===== config.mk =====
export PLATFORM = sky130hd
export DESIGN_NAME = sram_rw_arbiter
export DESIGN_NICKNAME = d
export VERILOG_FILES = /design/src/rtl/sram_rw_arbiter.sv
export SDC_FILE = /design/constraint.sdc
export NUM_CORES = 1
export LEC_CHECK = 0
export ABC_AREA = 1
export CAP_MARGIN = 20
export CORE_ASPECT_RATIO = 0.5
export CORE_MARGIN = 5
export CORE_UTILIZATION = 40
export CTS_CLUSTER_DIAMETER = 50
export DETAILED_ROUTE_END_ITERATION = 12
export PLACE_DENSITY = 0.82
export SLEW_MARGIN = 20
export SYNTH_ARGS = -nofsm -noshare
export SYNTH_HDL_FRONTEND = slang
export SYNTH_SLANG_ARGS = --single-unit

===== constraint.sdc =====
create_clock -name clock -period 3.95 [get_ports clock]
set_input_delay 0.395 -clock clock [delete_from_list [all_inputs] [get_ports clock]]
set_output_delay 0.395 -clock clock [all_outputs]
set_load 0.03 [all_outputs]

===== src/rtl/sram_rw_arbiter.sv =====
// sram_rw_arbiter: request stage in front of a single-port 1RW SRAM.
// Merges a write channel and a read channel onto one RW port. Writes win by
// default; a read that keeps losing is forced through after STARVE_MAX cycles.
// Read data returns one cycle after the enable. It is either bypassed straight
// to the consumer or parked in a 2-entry FIFO. A credit check keeps at most
// two responses outstanding, so none is ever dropped.
//
// Handshake rule for every channel: a transfer happens in a cycle where valid
// and ready are both high. Ready never depends combinationally on its own
// channel's ready. Once valid is raised, the source holds it and its payload
// stable until the transfer happens.
//
// Optional build macro SRAM_ARB_STATS_EN adds the saturating fire/stall
// counters stat_rd, stat_wr and stat_stall.
module sram_rw_arbiter #(
  parameter int ADDR_W     = 6,
  parameter int DATA_W     = 32,
  parameter int MASK_W     = 4,
  parameter int STARVE_MAX = 4
) (
  input  logic              clock,
  input  logic              reset_n,
  input  logic              wr_valid,
  output logic              wr_ready,
  input  logic [ADDR_W-1:0] wr_addr,
  input  logic [DATA_W-1:0] wr_data,
  input  logic [MASK_W-1:0] wr_mask,
  input  logic              rd_valid,
  output logic              rd_ready,
  input  logic [ADDR_W-1:0] rd_addr,
  output logic              rsp_valid,
  input  logic              rsp_ready,
  output logic [DATA_W-1:0] rsp_data,
  output logic [ADDR_W-1:0] sram_addr,
  output logic              sram_en,
  output logic              sram_wmode,
  output logic [MASK_W-1:0] sram_wmask,
  output logic [DATA_W-1:0] sram_wdata,
  input  logic [DATA_W-1:0] sram_rdata
`ifdef SRAM_ARB_STATS_EN
  ,
  output logic [15:0]       stat_rd,
  output logic [15:0]       stat_wr,
  output logic [15:0]       stat_stall
`endif
);

  localparam logic [3:0] STARVE_LIM = 4'(STARVE_MAX);

  // Response FIFO bookkeeping and arbitration state
  logic [1:0]        cnt_q, cnt_d;
  logic              inflight_q, inflight_d;
  logic [3:0]        starve_q, starve_d;
  logic              head_q, head_d;
  logic              tail_q, tail_d;
  logic [DATA_W-1:0] buf_q [2];

  logic [2:0] occ;
  logic       rd_credit;
  logic       rd_fire;
  logic       wr_fire;
  logic       push;
  logic       pop;

  // Credit and arbitration; a saturated starve counter overrides write priority
  always_comb begin
    occ       = {1'b0, cnt_q} + {2'b00, inflight_q};
    rd_credit = (occ < 3'd2);
    rd_ready  = reset_n && rd_credit && (!wr_valid || (starve_q == STARVE_LIM));
    wr_ready  = reset_n && !(rd_valid && rd_ready);
    rd_fire   = rd_valid && rd_ready;
    wr_fire   = wr_valid && wr_ready;
  end

  // SRAM port drive in the accept cycle; idle drives all zeros
  always_comb begin
    sram_en    = 1'b0;
    sram_wmode = 1'b0;
    sram_addr  = '0;
    sram_wmask = '0;
    sram_wdata = '0;
    if (wr_fire) begin
      sram_en    = 1'b1;
      sram_wmode = 1'b1;
      sram_addr  = wr_addr;
      sram_wmask = wr_mask;
      sram_wdata = wr_data;
    end else if (rd_fire) begin
      sram_en   = 1'b1;
      sram_addr = rd_addr;
    end
  end

  // Response path: bypass when the FIFO is empty, otherwise serve the head
  always_comb begin
    rsp_valid = reset_n && ((cnt_q != 2'd0) || inflight_q);
    rsp_data  = (cnt_q != 2'd0) ? buf_q[head_q] : sram_rdata;
    pop       = rsp_valid && rsp_ready && (cnt_q != 2'd0);
    push      = inflight_q && !((cnt_q == 2'd0) && rsp_ready);
  end

  // Next-state for occupancy, pointers, in-flight flag and starvation counter
  always_comb begin
    cnt_d      = cnt_q;
    head_d     = head_q;
    tail_d     = tail_q;
    inflight_d = rd_fire;
    starve_d   = starve_q;
    case ({push, pop})
      2'b10:   cnt_d = cnt_q + 2'd1;
      2'b01:   cnt_d = cnt_q - 2'd1;
      default: cnt_d = cnt_q;
    endcase
    if (push) tail_d = ~tail_q;
    if (pop)  head_d = ~head_q;
    if (rd_fire) begin
      starve_d = 4'd0;
    end else if (rd_valid && rd_credit && wr_valid && (starve_q != STARVE_LIM)) begin
      starve_d = starve_q + 4'd1;
    end
  end

  // Control state register with synchronous active-low reset
  always_ff @(posedge clock) begin
    if (!reset_n) begin
      cnt_q      <= 2'd0;
      inflight_q <= 1'b0;
      starve_q   <= 4'd0;
      head_q     <= 1'b0;
      tail_q     <= 1'b0;
    end else begin
      cnt_q      <= cnt_d;
      inflight_q <= inflight_d;
      starve_q   <= starve_d;
      head_q     <= head_d;
      tail_q     <= tail_d;
    end
  end

  // FIFO data storage; contents are only meaningful below cnt_q, so no reset
  always_ff @(posedge clock) begin
    if (push) begin
      buf_q[tail_q] <= sram_rdata;
    end
  end

`ifdef SRAM_ARB_STATS_EN
  logic [15:0] stat_rd_q, stat_wr_q, stat_stall_q;
  logic        stall;

  // A read that has credit but is not accepted counts as a stall
  always_comb begin
    stall = rd_valid && rd_credit && !rd_ready;
  end

  // Saturating event counters
  always_ff @(posedge clock) begin
    if (!reset_n) begin
      stat_rd_q    <= 16'd0;
      stat_wr_q    <= 16'd0;
      stat_stall_q <= 16'd0;
    end else begin
      if (rd_fire && (stat_rd_q != 16'hFFFF)) stat_rd_q    <= stat_rd_q + 16'd1;
      if (wr_fire && (stat_wr_q != 16'hFFFF)) stat_wr_q    <= stat_wr_q + 16'd1;
      if (stall && (stat_stall_q != 16'hFFFF)) stat_stall_q <= stat_stall_q + 16'd1;
    end
  end

  assign stat_rd    = stat_rd_q;
  assign stat_wr    = stat_wr_q;
  assign stat_stall = stat_stall_q;
`endif

endmodule


==> key figures <==
Timing
  • Fmax: 295 MHz
  • Relative slew slack: 54.3%
  • RSZ-0062 raised after global routing: false
  • Setup-failing EPs final: 0
  • Final worst-path cycle share: 85.9%
  • Final hold viol count: 0
  • Final min period: 3390 ps
  • Max-slew violation count: 0
  • Layout Skew: 4.60 ps
  • Setup TNS: 0 ps
  • Worst slew pin tran: 685 ps

Worst hold path
  • Hold WC Path Type: reg -> reg

Finish
  • Final Instance Area: 0.00560 mm²
  • Area growth syn-to-layout: 56.0%
  • Diodes inserted: 0
  • Fraction of layout cells with a size suffix above 1: 4.71%
  • Layout Nets: 656

Yosys
  • Cells after synthesis: 409
  • Unique masters post-synth: 22
  • Post-synth EDFFs: 64
  • Post-synth ARST share: 0%
  • Synth Area per Inst: 8.78 µm²
  • Post-Syn Nets: 497
  • Seq cells post-synth: 74
  • Most numerous cell in the Yosys netlist: nand2_1
  • Leading area contributor after synthesis: edfxtp_1
  • Warnings from Yosys: 0
  • Mapped Area: 0.00359 mm²
  • Dominant cells by area after synthesis: edfxtp_1, o21ai_0, nand2_1, inv_1, dfxtp_1
  • Top-area cell type share of the netlist area: 53.5%
  • Sequential area share after synthesis: 59.1%
  • Top cells by count, synth: nand2_1, inv_1, o21ai_0
  • Ys flop type: edfxtp_1

Clock tree
  • CTS tree: done
  • Hold buffers post-CTS: 0
  • Worst-Skew Late Latency: 330 ps
  • CTS H-tree lvls: 3
  • Clock tree buffer depth: 2
  • Clk root buf: clkbuf_16
  • Clock sink count: 74
  • CTS Buf Count: 9
  • Clk slew on worst S/H paths: 50 ps
  • Post-cts resize count: 0
  • Post-CTS setup buffer count: 0

Floorplanning
  • I/O pin cnt: 164
  • Die Span X: 144 µm
  • Initial Utilization: 41.1%
  • Chip height: 77 µm
  • Total core area: 0.00874 mm²
  • Die ar.: 0.0111 mm²
  • Site Rows: 24

GRT
  • Global route overflow: 0
  • First-pass GRT wire length: 15,000 µm
  • Largest net degree at the start of global routing: 49
  • Number of global-route vias before repair: 3,183
  • Tot GR Track Use: 17.1%
  • Initial antenna violation count: 0

Place
  • Area after DPL: 0.00532 mm²
  • Port buffer count: 163
  • DP HPWL: 6890 µm
  • RD Place Congestion: 0.822

Power and ir drop
  • Sequential power share: 41.7%
  • Final total power: 0.00209 W
  • Switching Share: 25.9%
  • Switching pwr: 0.000541 W
  • Worst VDD drop: 0.000262 V
  • Power Dens Cells: 373 mW/mm²
  • Int Power: 0.00155 W
  • Logic pwr share: 21.2%
  • P_leak: 2.33 nW
  • Clock Power Share: 37.1%

Routing
  • Final wirelength: 9390 µm
  • Via count: 3,157
  • Antenna Nets Post-Route: 0
  • DR vias/cell: 4.58
  • Pre-antenna DRT Iters: 4
  • WL/cell: 13.6 µm
  • Residual DRC: 0
  • Drt first-iter violations: 133

Run
  • Max cap viols: 0

Worst setup path
  • CP required: 3560 ps
  • CP startpoint kind: primary input
  • Worst-path fanout max: 38
  • CP Class: in -> out
  • CP Capture Type: output pin
  • WP data arrival: 3000 ps

Status
  • Outcome: completed
==> cells in the final DEF (no fill, tap or decap) <==
cell type          n
nand2_2            1
clkbuf_16          9
nor2_1            41
inv_1             81
buf_4              5
nand3_4            1
clkdlybuf4s50_1  163
dfxtp_1            9
xor2_1             1
nor3_1             1
bufinv_16          1
o21ai_0           70
clkinv_4           1
clkbuf_1           1
clkinv_1           1
nand3_2            1
nor2_2             3
nand3_1            3
o21ai_1            3
clkinv_2           3
nand4_1            7
dfxtp_2            1
nor2_4             1
a21oi_1            8
nand2_1           89
ha_1               3
edfxtp_1          64
and2_1             1
==> final cells by class <==
cell class / count / area, µm²
fillers: 695 / 3140
flip-flops and latches: 74 / 2120
repair buffers: 168 / 1670
multi-input cells: 234 / 1070
inverters: 81 / 304
clock buffers: 10 / 229
well taps: 117 / 146
clock inverters: 6 / 57.6
==> layer usage <==
metal / vias to the layer above / share of wire, % / GRT usage, % / routed length, µm
met1: 1414 / 37 / 17.6 / 3520
li1: 1622 / - / - / -
met2: 99 / 55 / 32.3 / 5160
met3: 22 / 5.4 / 5.47 / 507
met4: 0 / 2.2 / 6.11 / 203
met5: - / 0 / 0 / 0
==> worst paths after layout <==
path              slack [ps]  cells past startpoint       endpoint        start
setup reg to reg        2020                      8       cnt_q[1]     cnt_q[0]
setup / recovery         560                      7  sram_wdata[6]      reset_n
hold reg to reg          500                      2    starve_q[3]  starve_q[3]
hold / removal           500                      2    starve_q[3]  starve_q[3]
==> kinds of logic after synthesis <==
family	synth area share, %
simple gates	17.0
buf+inv	11.4
compound gates	11.3
flops	59.1
fa+ha+maj	1.05
xor+xnor	0.244
==> registers in the layout, indices dropped and copies added, names as in the netlist, named ones only <==
signal	count
buf_q	64
starve_q	4
cnt_q	2
head_q	1
inflight_q	1
tail_q	1
==> critical path: stages <==
cell and delay (ps):
clkdlybuf4s50_1 630, inv_1 230, nor2_2 80, nand3_4 110
nand3_2 540, nor2_1 280, clkdlybuf4s50_1 720
==> power groups by stage <==
stage                     registers, W  clock network (W)  logic [W]
after floorplan               0.000883                  0   0.000218
after global placement        0.000886                  0   0.000437
after detailed placement      0.000887                  0   0.000443
after CTS                     0.000871           0.000794   0.000446
after global routing          0.000871           0.000834   0.000470
final                         0.000871           0.000775   0.000442
==> per-stage QoR <==
| stage | utilization, % | worst slack (ps) | cells | hold WS (ps) |
|---|---|---|---|---|
| 6_report | 64.1 | 556 | 690 | 499 |
| 5_1_grt | 64.1 | 290 | 690 | 539 |
| 4_1_cts | 64.1 | 533 | 690 | 504 |
| 3_5_place_dp | 60.8 | 559 | 674 | 497 |
| 3_3_place_gp | 60.8 | 668 | 674 | 476 |
| 2_1_floorplan | - | 1480 | 409 | 460 |
No activity file was read; power rests on OpenSTA's default activity.
